**src/rtl/uart_receiver_fifo.sv**
```systemverilog
// rtl/uart_receiver_fifo.sv - oversampling UART receiver with majority-vote sampling and FWFT FIFO
module uart_receiver_fifo #(
  parameter int CLOCK_FREQUENCY = 100_000_000,
  parameter int BAUD_RATE       = 115_200,
  parameter int OVERSAMPLE      = 16,
  parameter int DATA_BITS       = 8,
  parameter int PARITY          = 0,
  parameter int STOP_BITS       = 1,
  parameter int FIFO_DEPTH      = 16
) (
  input  logic                          clk_in,
  input  logic                          rst_in,
  input  logic                          rxd,
  output logic [DATA_BITS-1:0]          dout,
  output logic                          empty,
  input  logic                          re,
  output logic [$clog2(FIFO_DEPTH):0]   count,
  output logic                          frame_err,
  output logic                          parity_err,
  output logic                          overrun
);
  localparam int DIV_RAW = CLOCK_FREQUENCY / (BAUD_RATE * OVERSAMPLE);
  localparam int DIV     = (DIV_RAW < 1) ? 1 : DIV_RAW;
  localparam int DW      = (DIV > 1) ? $clog2(DIV) : 1;
  localparam int SW      = $clog2(OVERSAMPLE);
  localparam int AW      = $clog2(FIFO_DEPTH);
  localparam int CW      = AW + 1;

  localparam logic [2:0] S_IDLE   = 3'd0;
  localparam logic [2:0] S_START  = 3'd1;
  localparam logic [2:0] S_DATA   = 3'd2;
  localparam logic [2:0] S_PARITY = 3'd3;
  localparam logic [2:0] S_STOP   = 3'd4;

  localparam logic [SW-1:0] SC_V0   = SW'(OVERSAMPLE / 2 - 1);
  localparam logic [SW-1:0] SC_V1   = SW'(OVERSAMPLE / 2);
  localparam logic [SW-1:0] SC_VOTE = SW'(OVERSAMPLE / 2 + 1);
  localparam logic [SW-1:0] SC_LAST = SW'(OVERSAMPLE - 1);

  logic                 rx_meta, rxs, rxs_d;
  logic [DW-1:0]        div_cnt;
  logic                 tick, start_det;
  logic [2:0]           state;
  logic [SW-1:0]        sc;
  logic [3:0]           bit_idx;
  logic [DATA_BITS-1:0] shreg, res_data;
  logic                 fe, pe, s0, s1, vote, par_exp;
  logic                 res_valid, res_fe, res_pe;
  logic [DATA_BITS-1:0] mem [FIFO_DEPTH];
  logic [AW-1:0]        wr_ptr, rd_ptr;
  logic                 full, good, do_wr, do_rd;

  always_ff @(posedge clk_in or negedge rst_in) begin
    if (!rst_in) begin
      rx_meta <= 1'b1;
      rxs     <= 1'b1;
      rxs_d   <= 1'b1;
    end else begin
      rx_meta <= rxd;
      rxs     <= rx_meta;
      rxs_d   <= rxs;
    end
  end

  assign start_det = (state == S_IDLE) && rxs_d && !rxs;
  assign tick      = (div_cnt == DW'(DIV - 1));

  // Restarting the divider on the start edge keeps the sample points centred in each bit.
  always_ff @(posedge clk_in or negedge rst_in) begin
    if (!rst_in)                div_cnt <= '0;
    else if (start_det || tick) div_cnt <= '0;
    else                        div_cnt <= div_cnt + 1'b1;
  end

  assign vote    = (s0 & s1) | (s0 & rxs) | (s1 & rxs);
  assign par_exp = (^shreg) ^ (PARITY == 2);

  always_ff @(posedge clk_in or negedge rst_in) begin
    if (!rst_in) begin
      state     <= S_IDLE;
      sc        <= '0;
      bit_idx   <= '0;
      shreg     <= '0;
      fe        <= 1'b0;
      pe        <= 1'b0;
      s0        <= 1'b1;
      s1        <= 1'b1;
      res_valid <= 1'b0;
      res_fe    <= 1'b0;
      res_pe    <= 1'b0;
      res_data  <= '0;
    end else begin
      res_valid <= 1'b0;
      if (start_det) begin
        state <= S_START;
        sc    <= '0;
        fe    <= 1'b0;
        pe    <= 1'b0;
      end else if (state != S_IDLE && tick) begin
        sc <= (sc == SC_LAST) ? '0 : sc + 1'b1;
        if (sc == SC_V0) s0 <= rxs;
        if (sc == SC_V1) s1 <= rxs;
        case (state)
          S_START: begin
            if (sc == SC_VOTE && vote) begin
              state <= S_IDLE;
            end else if (sc == SC_LAST) begin
              state   <= S_DATA;
              bit_idx <= '0;
            end
          end
          S_DATA: begin
            if (sc == SC_VOTE) shreg <= {vote, shreg[DATA_BITS-1:1]};
            if (sc == SC_LAST) begin
              if (bit_idx == 4'(DATA_BITS - 1)) begin
                bit_idx <= '0;
                state   <= (PARITY != 0) ? S_PARITY : S_STOP;
              end else begin
                bit_idx <= bit_idx + 1'b1;
              end
            end
          end
          S_PARITY: begin
            if (sc == SC_VOTE && vote != par_exp) pe <= 1'b1;
            if (sc == SC_LAST) state <= S_STOP;
          end
          S_STOP: begin
            // Resolve at the last vote point so a back-to-back start edge is not missed.
            if (sc == SC_VOTE) begin
              if (!vote) fe <= 1'b1;
              if (bit_idx == 4'(STOP_BITS - 1)) begin
                state     <= S_IDLE;
                res_valid <= 1'b1;
                res_fe    <= fe | ~vote;
                res_pe    <= pe;
                res_data  <= shreg;
              end
            end
            if (sc == SC_LAST) bit_idx <= bit_idx + 1'b1;
          end
          default: state <= S_IDLE;
        endcase
      end
    end
  end

  assign empty = (count == '0);
  assign full  = (count == CW'(FIFO_DEPTH));
  assign good  = res_valid && !res_fe && !res_pe;
  assign do_wr = good && !full;
  assign do_rd = re && !empty;

  always_ff @(posedge clk_in or negedge rst_in) begin
    if (!rst_in) begin
      wr_ptr     <= '0;
      rd_ptr     <= '0;
      count      <= '0;
      frame_err  <= 1'b0;
      parity_err <= 1'b0;
      overrun    <= 1'b0;
    end else begin
      if (do_wr) wr_ptr <= wr_ptr + 1'b1;
      if (do_rd) rd_ptr <= rd_ptr + 1'b1;
      case ({do_wr, do_rd})
        2'b10:   count <= count + 1'b1;
        2'b01:   count <= count - 1'b1;
        default: ;
      endcase
      frame_err  <= res_valid && res_fe;
      parity_err <= res_valid && !res_fe && res_pe;
      overrun    <= good && full;
    end
  end

  always_ff @(posedge clk_in) begin
    if (do_wr) mem[wr_ptr] <= res_data;
  end

  assign dout = empty ? '0 : mem[rd_ptr];

endmodule

```
**config.mk**
```make
export PLATFORM = sky130hd
export DESIGN_NAME = uart_receiver_fifo
export DESIGN_NICKNAME = d
export VERILOG_FILES = /design/src/rtl/uart_receiver_fifo.sv
export SDC_FILE = /design/constraint.sdc
export NUM_CORES = 1
export LEC_CHECK = 0
export ABC_AREA = 1
export CELL_PAD_IN_SITES_DETAIL_PLACEMENT = 1
export CELL_PAD_IN_SITES_GLOBAL_PLACEMENT = 1
export CORE_UTILIZATION = 51
export CTS_BUF_LIST = sky130_fd_sc_hd__clkbuf_4
export DETAILED_ROUTE_END_ITERATION = 8
export PLACE_DENSITY = 0.8
export SLEW_MARGIN = 15
export SYNTH_ARGS = -nofsm -noshare
export SYNTH_HDL_FRONTEND = slang
export SYNTH_SLANG_ARGS = --single-unit
```
**constraint.sdc**
```tcl
create_clock -name clk_in -period 2.65 [get_ports clk_in]
set_input_delay 0.53 -clock clk_in [delete_from_list [all_inputs] [get_ports clk_in]]
set_output_delay 0.53 -clock clk_in [all_outputs]
set_load 0.02 [all_outputs]
```
### Yosys cells after proc, flatten, opt, wreduce, memory -nomap -nowiden

Memories as Yosys holds them, arrays and structs flattened.
Index checks and enable logic that the tools add are counted.

* mux-type cells: 38
* reduce and logical (&&, ||, !) cells: 38
* $add $sub $neg: 7
* bitwise logic cells: 8
* equal/unequal tests: 25

Operator list (number)
* $mux W4: 8
* $mux W3: 9
* $add A4 B1 Y4 const B: 4
* $mux W1: 16
* $ne A3 B3 Y1 const B: 5
* $reduce_and A7 Y1: 2
* $eq A4 B4 Y1 const B: 3
* $logic_and A1 B1 Y1: 12
* $pmux W3 S4: 1
* $pmux W4 S3: 1
* $reduce_bool A2 Y1: 6
* $ne A2 B2 Y1 const B: 5
* $pmux W5 S2: 1
* $reduce_and A3 Y1: 3
* $eq A4 B3 Y1 const B: 2
* $mux W8: 1
* $reduce_and A4 Y1: 2
* $reduce_xor A8 Y1: 1
* $add A6 B1 Y6 const B: 1
* $eq A3 B2 Y1 const B: 2
* $eq A6 B6 Y1 const B: 1
* $mux W6: 1
* $reduce_bool A3 Y1: 2
* $add A5 B1 Y5 const B: 1
* other kinds (17): 26

* memories: 1
* flip-flop bits (word level): 59
* input port bits: 4
* RAM bits: 128

Memory list
* mem: words 16, width 8, read ports 1, clocked after Yosys merged registers in 0, write ports 1, RTL line 49 `logic [DATA_BITS-1:0] mem [FIFO_DEPTH];`

### Depth between registers and ports, before layout

Gate-level depths: netlist of run 1.

* depth in word-level cells: 9
* gate-level depth with buffers: 16
* depth with buffers taken out: 15

### Least setup slack after synthesis of run 1

OpenSTA, ideal clock, no wires.

* path type: reg-to-reg
* from: register count[1]
* to: register count[4]
* clock period less this slack: 2349 ps
* required time: 2534 ps
* arrival: 2233 ps
* cell stages (with the launch flop): 17
* path slack: 301 ps
* buffers on the path: 1
* cell sequence: dfrtp_1 -> nor2_1 -> nand3_1 -> or2_1 -> buf_4 -> nand2_4 -> inv_2 -> ha_1 -> xor2_1 -> ha_1 -> inv_1 -> nand2_1 -> nand3_1 -> nand2_1 -> xor2_1 -> nand2_1 -> nand2_1

* cells in the longest elaborated chain, start to end: 5
* elaborated cells between the ends (all ways): 12
* those cells by class: add/sub (2); eq/ne (3); mux (1); reduce/logical (6)

Ends and longest elaborated chain
* start: declaration: RTL line 17 `output logic [$clog2(FIFO_DEPTH):0] count,`
* start signal: assignment: RTL line 165 `2'b10: count <= count + 1'b1;`
* start signal: assignment: RTL line 166 `2'b01: count <= count - 1'b1;`
* $logic_not A5 Y1 (*): RTL line 147 `assign empty = (count == '0);`
* $logic_not A1 Y1 (*): RTL line 151 `assign do_rd = re && !empty;`
* $logic_and A1 B1 Y1 (*): RTL line 151
* net do_rd: RTL line 51 `logic full, good, do_wr, do_rd;`
* $eq A2 B1 Y1 / $eq A2 B2 Y1 (equally long branches): RTL line 164 `case ({do_wr, do_rd})`
* $pmux W5 S2 / $reduce_bool A2 Y1 (equally long branches)

The timed path passes the listed nets; every way through them passes the cells marked *.
A chain may end at the register's enable or synchronous reset.

### Final worst setup path of run 1

* from: register rd_ptr[0]
* to: output dout[0]

* cells in the longest elaborated chain, start to end: 2

Ends and longest elaborated chain
* start: declaration: RTL line 50 `logic [AW-1:0] wr_ptr, rd_ptr;`
* start signal: assignment: RTL line 163 `if (do_rd) rd_ptr <= rd_ptr + 1'b1;`
* $mem_v2 Z16 W8
* $mux W8: RTL line 179 `assign dout = empty ? '0 : mem[rd_ptr];`
* end: declaration: RTL line 14 `output logic [DATA_BITS-1:0] dout,`

Every way passes these cells.

==> results of run 1 <==
-- what timing repair did --
item / 4_1_cts / 5_1_grt
gates resized for setup: 61 / 36
endpoints found under the setup margin: 9 / 9
hold buffers: 0 / 0
pin swaps: 2 / 5
gates cloned: 0 / 0
-- report_power, final --
part,switching (mW),internal (mW)
Clock,1.05,0.595
Combinational,2.27,1.37
Sequential,0.180,3.23
Total,3.50,5.20
-- routing by layer --
metal | vias up | track usage | routed length, um
li1 | 2780 | - | -
met1 | 2931 | 0.312 | 8170
met2 | 119 | 0.494 | 11200
met3 | 33 | 0.0429 | 769
met4 | 0 | 0.0985 | 586
met5 | - | 0 | 0
-- worst register-to-register path, delay by kind of cell (launching register included) --
family,cells,cell delay [ns]
xor gates and xnor gates,2,0.38
adders and majority gates,2,0.44
buffers and inverters,3,0.20
DFF,1,0.48
and+or+nand+nor,8,0.88
-- cell families after synthesis --
kind of cell             count (synthesis)
AND/OR/NAND/NOR                        431
flip-flops                             187
buffers and inverters                   94
AO/OA/AOI/OAI                           62
adder cells (fa/ha/maj)                 16
XOR/XNOR                                13
-- per-stage QoR --
stage / hold WS [ns] / instances / area (sq um) / utilization / setup WS [ns]
final: 0.102 / 1078 / 9400 / 0.592 / 0.0200
after global routing: 0.141 / 1078 / 9400 / 0.592 / -0.0957
after CTS: 0.0846 / 1077 / 9290 / 0.585 / -0.128
after detailed placement: 0.348 / 1045 / 8900 / 0.560 / 0.0113
after global placement: 0.346 / 1045 / 8900 / 0.560 / 0.0884
after floorplan: 0.234 / 803 / 8310 / - / 0.301
-- final cells by class --
| class | count | area share |
|---|---|---|
| timing repair buffer | 54 | 0.0547 |
| clock inverter | 15 | 0.0184 |
| tap | 216 | 0.0287 |
| clock buffer | 17 | 0.0136 |
| sequential | 187 | 0.567 |
| multi-input combinational | 522 | 0.290 |
| inverter | 66 | 0.0273 |
| antenna | 1 | 0.000266 |
-- flip-flops by register name, indices dropped and copies added, names as in the netlist --
signal and cells:
rxs 1, s0 1, rxs_d 1, count 5
parity_err 1, sc 4, res_data 8, div_cnt 6
mem 128, res_valid 1, bit_idx 4, state 3
wr_ptr 4, shreg 8, frame_err 1, rx_meta 1
pe 1, overrun 1, res_pe 1, s1 1
res_fe 1, fe 1, rd_ptr 4
-- worst paths after layout --
kind,startpoint,end,cells past startpoint
setup / recovery,rd_ptr[0]$_DFFE_PN0P_,dout[0],8
hold / removal,rst_in,res_data[0]$_DFFE_PN0P_,2
setup reg to reg,count[2]$_DFFE_PN0P_,count[4]$_DFFE_PN0P_,15
hold reg to reg,rx_meta$_DFF_PN1_,rxs$_DFF_PN1_,0
max in group asynchronous,rst_in,rd_ptr[3]$_DFFE_PN0P_,2
min in group clk_in,rxd,rx_meta$_DFF_PN1_,1
-- synthesized netlist by cell type, drive strengths merged (2+ instances only) --
cell type  number  area, sq um
o21a            8         60.1
nand2         249          957
o21ai          31          196
nor2           42          168
dfstp           5          131
nand4           5         31.3
buf            24          131
dfrtp          54         1350
clkbuf          4         15.0
nor3b           2         15.0
xnor2           2         17.5
xor2           11         96.3
edfxtp        128         3840
inv            65          246
nand3         123          646
ha             16          200
nor3            6         46.3
a21oi          19         95.1
==> run_results.csv, run 1 <==
group,metric,value,unit
timing,timing.final.max_slew_violations,0,
global_route,grt_pass1_vias,6345,
synthesis,synthFlopType,"sky130_fd_sc_hd__edfxtp_1",
die,std_cell_rows,46,
timing,tns,0,ns
synthesis,post_synth_mux_area_share,0,
detailed_routing,detail_route.first_pass.iterations,5,
synthesis,post_synth_inst_count,803,
synthesis,synth_fa_ha_area_frac,0.0241,
detailed_routing,routedWlPerCell,19.2,um
place,io_port_bufs,20,
synthesis,synth_enable_flop_cells,128,
synthesis,synth_nets,823,
timing,final.period_utilization,0.992,
synthesis,ys.warnings.count,0,
clocking,worst_skew_pair.late_latency,0.57,ns
die,chipHeight,130,um
critical_path,worst_setup_path_end_kind,"primary output",
clocking,tritoncts_clock_tree,"yes",
place,gp_congestion,0.815,
cells_and_area,nets,868,
clocking,post_cts_setup_inserts,0,
global_route,grt_pass1_wl,32900,um
detailed_routing,antenna_left,0,
synthesis,async_flop_share,0.316,
cells_and_area,area_of_the_multi_input_gates,2730,sq um
worst_hold_path,worst_hold_path_type,"in -> async",
clocking,max-clock-path-buffers,2,
timing,max_freq,0.380,GHz
timing,finalSetupViolCount,0,
clocking,clock_sinks,187,
detailed_routing,drt_drc_violations_left,0,
critical_path,critPathTopFamily,"flip-flops",
critical_path,critical_path.startpoint_type,"flop",
timing,setup_repair_after_global_routing_missed_its_margin,"true",
clocking,cts_max_level,4,
power,max-vdd-ir-drop,467,uV
detailed_routing,finalWirelength,20700,um
detailed_routing,drt-initial-drc-count,470,
critical_path,worst-setup-path-type,"reg -> out",
critical_path,timing.critical_path.cells,"clkinv_4, buf_6, nand2_1, nand3_1, nand3_2, a21oi_2, o21a_1, buf_2",
die,design.portCount,21,
cells_and_area,ff_latch_area,5330,sq um
synthesis,synth_compound_gate_area_share,0.0459,
clocking,clkSlewWorstSetupHoldPaths,0.15,ns
timing,period_needed,2.63,ns
outcome,status,"complete, no violations",
global_route,gr-usage-all-layers,0.267,
timing,timing.final.hold_violations,0,
global_route,largest_net_degree_at_the_start_of_global_routing,60,
critical_path,required,2.12,ns
cells_and_area,area_growth,13.2,%
job,drv.max_cap_violation_count,0,
critical_path,setup.reg_to_reg.worst_slack,0.24,ns
synthesis,synthDistinctLibCells,41,
synthesis,yosysSeqAreaShare,0.641,
die,initial_utilization,0.523,
synthesis,syn_area,8310,sq um
synthesis,ffs_latches_synth,187,
critical_path,critical_path.max_fanout,13,
die,die_w,130,um
timing,max_slew.worst_pin.slew,0.802,ns
synthesis,avgSynthCellArea,10.3,sq um
clocking,tritoncts.num_buffers,17,
die,overall_die_area,16800,sq um
global_route,globalRoute.totalOverflow,0,
place,hpwl,14300,um
detailed_routing,avgViaCountPerCell,5.44,
clocking,clockRootBuffer,"sky130_fd_sc_hd__clkbuf_4",
synthesis,synth_xor_area_frac,0.0137,
critical_path,critical_path.max_stage_delay,0.51,ns
power,total_leakage_power,3.84,nW
critical_path,critPathSlowestCell,"sky130_fd_sc_hd__dfrtp_2",
synthesis,main_combinational_cell_family_by_area_after_synthesis,"simple AND/OR/NAND/NOR gates",
synthesis,synth_simple_gate_area_frac,0.227,
critical_path,worstPathBufferInverterCount,3,
global_route,number_of_antenna_violations_at_the_first_check_in_global_routing,1,
timing,worst_skew,0.0169,ns
detailed_routing,dr_total_vias,5863,
cells_and_area,layout-drive-gt1-share,0.168,
power,powerDensity,925,nW/um^2
timing,max-slew-margin-rel,0.465,
critical_path,data_arrival_time_of_the_critical_path,2.10,ns
cells_and_area,leading_cell_type_in_the_layout_fill_and_taps_excluded,"sky130_fd_sc_hd__nand2_1",
power,post-layout-total-power,8.70,mW
cells_and_area,commonest_non_fill_non_tap_cells_in_the_layout,"244 x sky130_fd_sc_hd__nand2_1, 128 x sky130_fd_sc_hd__edfxtp_1, 102 x sky130_fd_sc_hd__nand3_1, 57 x sky130_fd_sc_hd__inv_1, 52 x sky130_fd_sc_hd__dfrtp_1",
die,core,15900,sq um
cells_and_area,nFillCells,1779,
Note: power is estimated with default switching activity, not from simulation.
==> run 2: changes to the inputs <==
--- a/config.mk
+++ b/config.mk
@@ -8,10 +8,10 @@
 export ABC_AREA = 1
 export CELL_PAD_IN_SITES_DETAIL_PLACEMENT = 1
 export CELL_PAD_IN_SITES_GLOBAL_PLACEMENT = 1
-export CORE_UTILIZATION = 51
+export CORE_UTILIZATION = 40
 export CTS_BUF_LIST = sky130_fd_sc_hd__clkbuf_4
 export DETAILED_ROUTE_END_ITERATION = 8
-export PLACE_DENSITY = 0.8
+export PLACE_DENSITY = 0.65
 export SLEW_MARGIN = 15
 export SYNTH_ARGS = -nofsm -noshare
 export SYNTH_HDL_FRONTEND = slang
==> run_results.csv, run 2 (same netlist as run 1, synthesis figures left out) <==
group,metric,value,unit
clocking,max-clock-path-buffers,2,
timing,worst_skew,0.0215,ns
job,drv.max_cap_violation_count,0,
cells_and_area,nets,873,
clocking,tritoncts.num_buffers,17,
cells_and_area,register_containing_the_most_flip_flops_in_the_final_layout,"mem",
timing,timing.final.hold_violations,0,
clocking,worst_skew_pair.late_latency,0.57,ns
cells_and_area,nFillCells,2275,
cells_and_area,biggestRegsByFlops,"mem: 128 flops, res_data: 8 flops, shreg: 8 flops",
critical_path,worst-setup-path-type,"reg -> out",
power,powerDensity,928,nW/um^2
global_route,globalRoute.totalOverflow,0,
detailed_routing,routedWlPerCell,18.4,um
place,gp_congestion,0.782,
global_route,largest_net_degree_at_the_start_of_global_routing,60,
clocking,tritoncts_clock_tree,"yes",
detailed_routing,finalWirelength,20900,um
cells_and_area,post-route-util,0.472,
global_route,grt_pass1_vias,6315,
timing,setup_repair_after_global_routing_missed_its_margin,"true",
power,power.switching_fraction,0.397,
die,std_cell_rows,52,
detailed_routing,detail_route.first_pass.iterations,7,
detailed_routing,antenna_left,0,
outcome,violations,"negative setup slack",
cells_and_area,largest_register_ff_count,128,
power,combPwrFrac,0.438,
die,initial_utilization,0.409,
critical_path,critical_path.startpoint_type,"flop",
critical_path,critical_path.max_fanout,21,
die,core,20300,sq um
timing,finalSetupViolCount,1,
power,clk_pwr_share,0.183,
global_route,gr-usage-all-layers,0.206,
clocking,clkSlewWorstSetupHoldPaths,0.15,ns
detailed_routing,drt-initial-drc-count,306,
power,max-vdd-ir-drop,312,uV
cells_and_area,commonest_non_fill_non_tap_cells_in_the_layout,"244 x sky130_fd_sc_hd__nand2_1, 128 x sky130_fd_sc_hd__edfxtp_1, 101 x sky130_fd_sc_hd__nand3_1, 58 x sky130_fd_sc_hd__inv_1, 52 x sky130_fd_sc_hd__dfrtp_1",
outcome,status,"finished with violations",
cells_and_area,area_growth,15.4,%
timing,tns,-0.000433,ns
die,design.portCount,21,
place,placedInstanceArea,9010,sq um
cells_and_area,final_cell_area,9580,sq um
power,net-switching-power,3.53,mW
timing,final_critical_path_setup_slack,-0.000433,ns
timing,timing.final.max_slew_violations,0,
global_route,number_of_antenna_violations_at_the_first_check_in_global_routing,1,
global_route,grt_pass1_wl,33600,um
die,die_w,146,um
critical_path,data_arrival_time_of_the_critical_path,2.12,ns
cells_and_area,finish.cell_count_without_fillers,1137,
power,internal_power,5.37,mW
timing,final.period_utilization,1.00,
power,total_leakage_power,3.88,nW
place,hpwl,14400,um
power,post-layout-total-power,8.89,mW
detailed_routing,avgViaCountPerCell,5.16,
clocking,clockRootBuffer,"sky130_fd_sc_hd__clkbuf_4",
critical_path,required,2.12,ns
worst_hold_path,worst_hold_path_type,"in -> reg",
power,power.share.sequential,0.379,
critical_path,worst_setup_path_end_kind,"primary output",
clocking,cts_max_level,4,
die,overall_die_area,21300,sq um
detailed_routing,drt_drc_violations_left,0,
timing,period_needed,2.65,ns
timing,max-slew-margin-rel,0.503,
timing,max_freq,0.377,GHz
cells_and_area,leading_cell_type_in_the_layout_fill_and_taps_excluded,"sky130_fd_sc_hd__nand2_1",
place,io_port_bufs,20,
place,placed_cells_incl_taps,1100,
cells_and_area,layout-drive-gt1-share,0.170,
die,chipHeight,146,um
detailed_routing,dr_total_vias,5870,
timing,max_slew.worst_pin.slew,0.745,ns
timing,hold_ws,0.345,ns
place,dp_worst_setup_slack,0.0426,ns
clocking,clock_sinks,187,
-- run 2: cell types whose count changed in the layout (fill, tap and decap cells not counted), moves of 2 or more --
cell	delta
sky130_fd_sc_hd__buf_4	-2
sky130_fd_sc_hd__buf_6	+4
sky130_fd_sc_hd__buf_12	+2
sky130_fd_sc_hd__inv_6	-2
sky130_fd_sc_hd__clkinv_1	+2
-- run 2: what timing repair did --
action                     4_1_cts  5_1_grt
hold endpoints to repair        54        0
hold buffers                     1        0
pin swaps                        6        5
gates cloned                     1        1
resized for setup               73       21
setup endpoints to repair        9        8
setup buffers                    1        0
-- run 2: path summary, 6_finish.rpt --
check,depth (start not counted),slack (ns),from,to
hold reg to reg,0,0.37,rx_meta$_DFF_PN1_,rxs$_DFF_PN1_
setup / recovery,8,-0.0004,rd_ptr[0]$_DFFE_PN0P_,dout[4]
max in group asynchronous,3,1.81,rst_in,s0$_DFFE_PN1P_
hold / removal,1,0.35,rxd,rx_meta$_DFF_PN1_
setup reg to reg,15,0.22,count[1]$_DFFE_PN0P_,count[4]$_DFFE_PN0P_
min in group asynchronous,3,0.48,rst_in,rd_ptr[1]$_DFFE_PN0P_
-- run 2: critical path, cell delays in order (launching register included) --
cell and delay [ns]:
sky130_fd_sc_hd__dfrtp_2 0.51, sky130_fd_sc_hd__clkinv_4 0.13, sky130_fd_sc_hd__buf_12 0.16, sky130_fd_sc_hd__nand2_1 0.06, sky130_fd_sc_hd__nand3_1 0.08, sky130_fd_sc_hd__nand3_2 0.10, sky130_fd_sc_hd__a21oi_2 0.18, sky130_fd_sc_hd__o21a_1 0.17
sky130_fd_sc_hd__buf_4 0.14
-- run 2: power by group through the flow --
stage	clock network [mW]	registers (mW)	logic [mW]
after floorplan	0	3.43	2.08
after global placement	0	3.41	3.29
after CTS	1.68	3.38	3.70
after detailed placement	0	3.43	3.41
final	1.63	3.37	3.89
after global routing	1.77	3.40	4.26
-- run 2: layout make-up --
class,count,area (sq um),share of cell area
timing repair buffer,59,627,0.0654
tap,270,338,0.0352
sequential,187,5330,0.556
clock buffer,18,135,0.0141
antenna,1,2.50,0.000261
multi-input combinational,522,2740,0.286
clock inverter,14,159,0.0166
inverter,66,255,0.0266
-- run 2: layer usage --
metal	wire, um	track usage	up-vias
li1	-	-	2789
met1	8910	0.250	2948
met2	11000	0.370	104
met3	647	0.0372	29
met4	424	0.0682	0
met5	0	0	-
==> run 3: changes to the inputs <==
--- a/config.mk
+++ b/config.mk
@@ -11,7 +11,8 @@
 export CORE_UTILIZATION = 40
 export CTS_BUF_LIST = sky130_fd_sc_hd__clkbuf_4
 export DETAILED_ROUTE_END_ITERATION = 8
-export PLACE_DENSITY = 0.65
+export PLACE_DENSITY = 0.67
+export REMOVE_ABC_BUFFERS = 1
 export SLEW_MARGIN = 15
 export SYNTH_ARGS = -nofsm -noshare
 export SYNTH_HDL_FRONTEND = slang
==> constraint.sdc (replaced) <==
create_clock -name clk_in -period 2.15 [get_ports clk_in]
set_input_delay 0.43 -clock clk_in [delete_from_list [all_inputs] [get_ports clk_in]]
set_output_delay 0.43 -clock clk_in [all_outputs]
set_load 0.02 [all_outputs]
==> run_results.csv, run 3 (same netlist as run 1, synthesis figures left out) <==
group,metric,value,unit
die,die_w,146,um
die,overall_die_area,21300,sq um
clocking,clockRootBuffer,"sky130_fd_sc_hd__clkbuf_4",
detailed_routing,dr_total_vias,6026,
cells_and_area,largest_register_ff_count,128,
timing,period_needed,2.61,ns
worst_hold_path,min_from,"rxd",
critical_path,setup.reg_to_reg.worst_slack,-0.06,ns
power,combPwrFrac,0.488,
detailed_routing,avgViaCountPerCell,5.18,
critical_path,rr_worst_depth,15,
die,core,20300,sq um
cells_and_area,nFillCells,2257,
timing,timing.final.hold_violations,0,
global_route,groute.layer.met2.usage,0.370,
critical_path,timing.critical_path.cells,"inv_4, buf_12, buf_12, nand2_1, nand3_1, nand3_1, a21oi_2, o21a_1, buf_6",
critical_path,critPathTopFamily,"buffers and inverters",
clocking,tritoncts.num_buffers,17,
timing,worst_skew,0.0364,ns
timing,tns,-3.51,ns
die,initial_utilization,0.409,
place,gp_congestion,0.845,
global_route,number_of_antenna_violations_at_the_first_check_in_global_routing,1,
timing,max-slew-margin-rel,0.461,
detailed_routing,drt-initial-drc-count,267,
critical_path,required,1.72,ns
timing,max_freq,0.382,GHz
clocking,clock_sinks,187,
global_route,grt_pass1_wl,35300,um
critical_path,data_arrival_time_of_the_critical_path,2.18,ns
critical_path,critical_path.max_stage_delay,0.47,ns
power,internal_power,6.94,mW
place,hpwl,14700,um
detailed_routing,detail_route.first_pass.iterations,4,
power,net-switching-power,4.79,mW
place,io_port_bufs,20,
critical_path,critical_path.startpoint_type,"flop",
critical_path,critical_path.max_fanout,8,
global_route,globalRoute.totalOverflow,0,
power,power.share.sequential,0.350,
global_route,grt_pass1_vias,6398,
critical_path,worstPathBufferInverterCount,4,
clocking,tritoncts_clock_tree,"yes",
power,max-vdd-ir-drop,506,uV
detailed_routing,antenna_left,0,
power,post-layout-total-power,11.7,mW
global_route,global_route.peak_usage_layer,"met2",
cells_and_area,register_containing_the_most_flip_flops_in_the_final_layout,"mem",
clocking,max-clock-path-buffers,2,
global_route,gr-usage-all-layers,0.215,
job,drv.max_cap_violation_count,0,
outcome,violations,"negative setup slack",
critical_path,critPathSlowestCell,"sky130_fd_sc_hd__dfrtp_2",
cells_and_area,area_growth,21.3,%
timing,timing.final.max_slew_violations,0,
worst_hold_path,holdPathEnd,"rx_meta$_DFF_PN1_",
power,power.switching_fraction,0.408,
timing,final_critical_path_setup_slack,-0.464,ns
critical_path,critical_path_cell_count,9,
cells_and_area,commonest_non_fill_non_tap_cells_in_the_layout,"228 x sky130_fd_sc_hd__nand2_1, 128 x sky130_fd_sc_hd__edfxtp_1, 87 x sky130_fd_sc_hd__nand3_1, 55 x sky130_fd_sc_hd__inv_1, 53 x sky130_fd_sc_hd__dfrtp_1",
die,design.portCount,21,
power,powerDensity,1160,nW/um^2
die,std_cell_rows,52,
global_route,grt_use_met1,0.278,
clocking,cts_max_level,4,
outcome,status,"finished with violations",
critical_path,r2r_end,"count[4]$_DFFE_PN0P_",
die,chipHeight,146,um
detailed_routing,routedWlPerCell,18.9,um
timing,final.period_utilization,1.22,
cells_and_area,nets,900,
critical_path,worst_r2r_startpoint,"count[1]$_DFFE_PN0P_",
cells_and_area,biggestRegsByFlops,"mem: 128 flops, res_data: 8 flops, shreg: 8 flops",
global_route,largest_net_degree_at_the_start_of_global_routing,60,
critical_path,worst-setup-path-type,"reg -> out",
clocking,clkSlewWorstSetupHoldPaths,0.16,ns
worst_hold_path,hold_path_depth,1,
timing,finalSetupViolCount,10,
detailed_routing,finalWirelength,22000,um
cells_and_area,ff_latch_area,5330,sq um
detailed_routing,drt_drc_violations_left,0,
global_route,grt_util_met3,0.0369,
timing,setup_repair_after_global_routing_missed_its_margin,"true",
cells_and_area,leading_cell_type_in_the_layout_fill_and_taps_excluded,"sky130_fd_sc_hd__nand2_1",
worst_hold_path,worst_hold_path_type,"in -> reg",
clocking,worst_skew_pair.late_latency,0.60,ns
cells_and_area,area_of_the_multi_input_gates,2940,sq um
power,total_leakage_power,4.09,nW
cells_and_area,layout-drive-gt1-share,0.243,
critical_path,worst_setup_path_end_kind,"primary output",
power,clk_pwr_share,0.162,
timing,max_slew.worst_pin.slew,0.809,ns
## run 3: power by group through the flow
stage                     logic (mW)  registers (mW)  clock network, mW
final                           5.72            4.11               1.90
after global routing            6.18            4.13               2.08
after CTS                       5.33            4.11               1.96
after detailed placement        4.50            4.18                  0
after global placement          4.35            4.16                  0
after floorplan                 2.25            4.45                  0
## run 3: how the worst max path moves through the flow
stage                     startpoint      end  slack [ns]
2_1_floorplan  rd_ptr[0]$_DFFE_PN0P_  dout[5]       -1.26
3_3_place_gp   rd_ptr[0]$_DFFE_PN0P_  dout[0]       -0.35
3_5_place_dp   rd_ptr[0]$_DFFE_PN0P_  dout[0]       -0.42
4_1_cts        rd_ptr[0]$_DFFE_PN0P_  dout[2]       -0.48
5_1_grt        rd_ptr[0]$_DFFE_PN0P_  dout[2]       -0.57
6_report       rd_ptr[0]$_DFFE_PN0P_  dout[6]       -0.46
## run 3: layout make-up
cell class | instances | share of cell area
Sequential cell | 187 | 0.529
Clock buffer | 17 | 0.0127
Inverter | 66 | 0.0262
Clock inverter | 15 | 0.0149
Multi-Input combinational cell | 522 | 0.292
Antenna cell | 1 | 0.000248
Timing Repair Buffer | 86 | 0.0920
Tap cell | 270 | 0.0335
## run 3: per-stage QoR
step / hold WS [ns] / instance area (sq um) / setup WS (ns) / util / instances
floorplan: 0.134 / 8160 / -1.26 / - / 775
global placement: 0.352 / 9170 / -0.349 / 0.452 / 1117
detailed placement: 0.350 / 9170 / -0.416 / 0.452 / 1117
CTS: 0.175 / 9840 / -0.483 / 0.485 / 1158
global route: 0.183 / 10100 / -0.569 / 0.496 / 1164
finish: 0.227 / 10100 / -0.464 / 0.496 / 1164
## run 3: layer usage
metal / up-vias / routed length (um) / share of wire
met2: 118 / 11000 / 0.50
li1: 2849 / - / -
met4: 0 / 325 / 0.015
met3: 26 / 877 / 0.040
met5: - / 0 / 0
met1: 3033 / 9810 / 0.45
## run 3: what timing repair did
item | 4_1_cts | 5_1_grt
pin swaps | 21 | 37
endpoints found under the setup margin | 16 | 55
endpoints found under the hold margin | 54 | 0
setup buffers | 6 | 6
hold buffers | 1 | 0
gates cloned | 2 | 1
resized for setup | 115 | 44
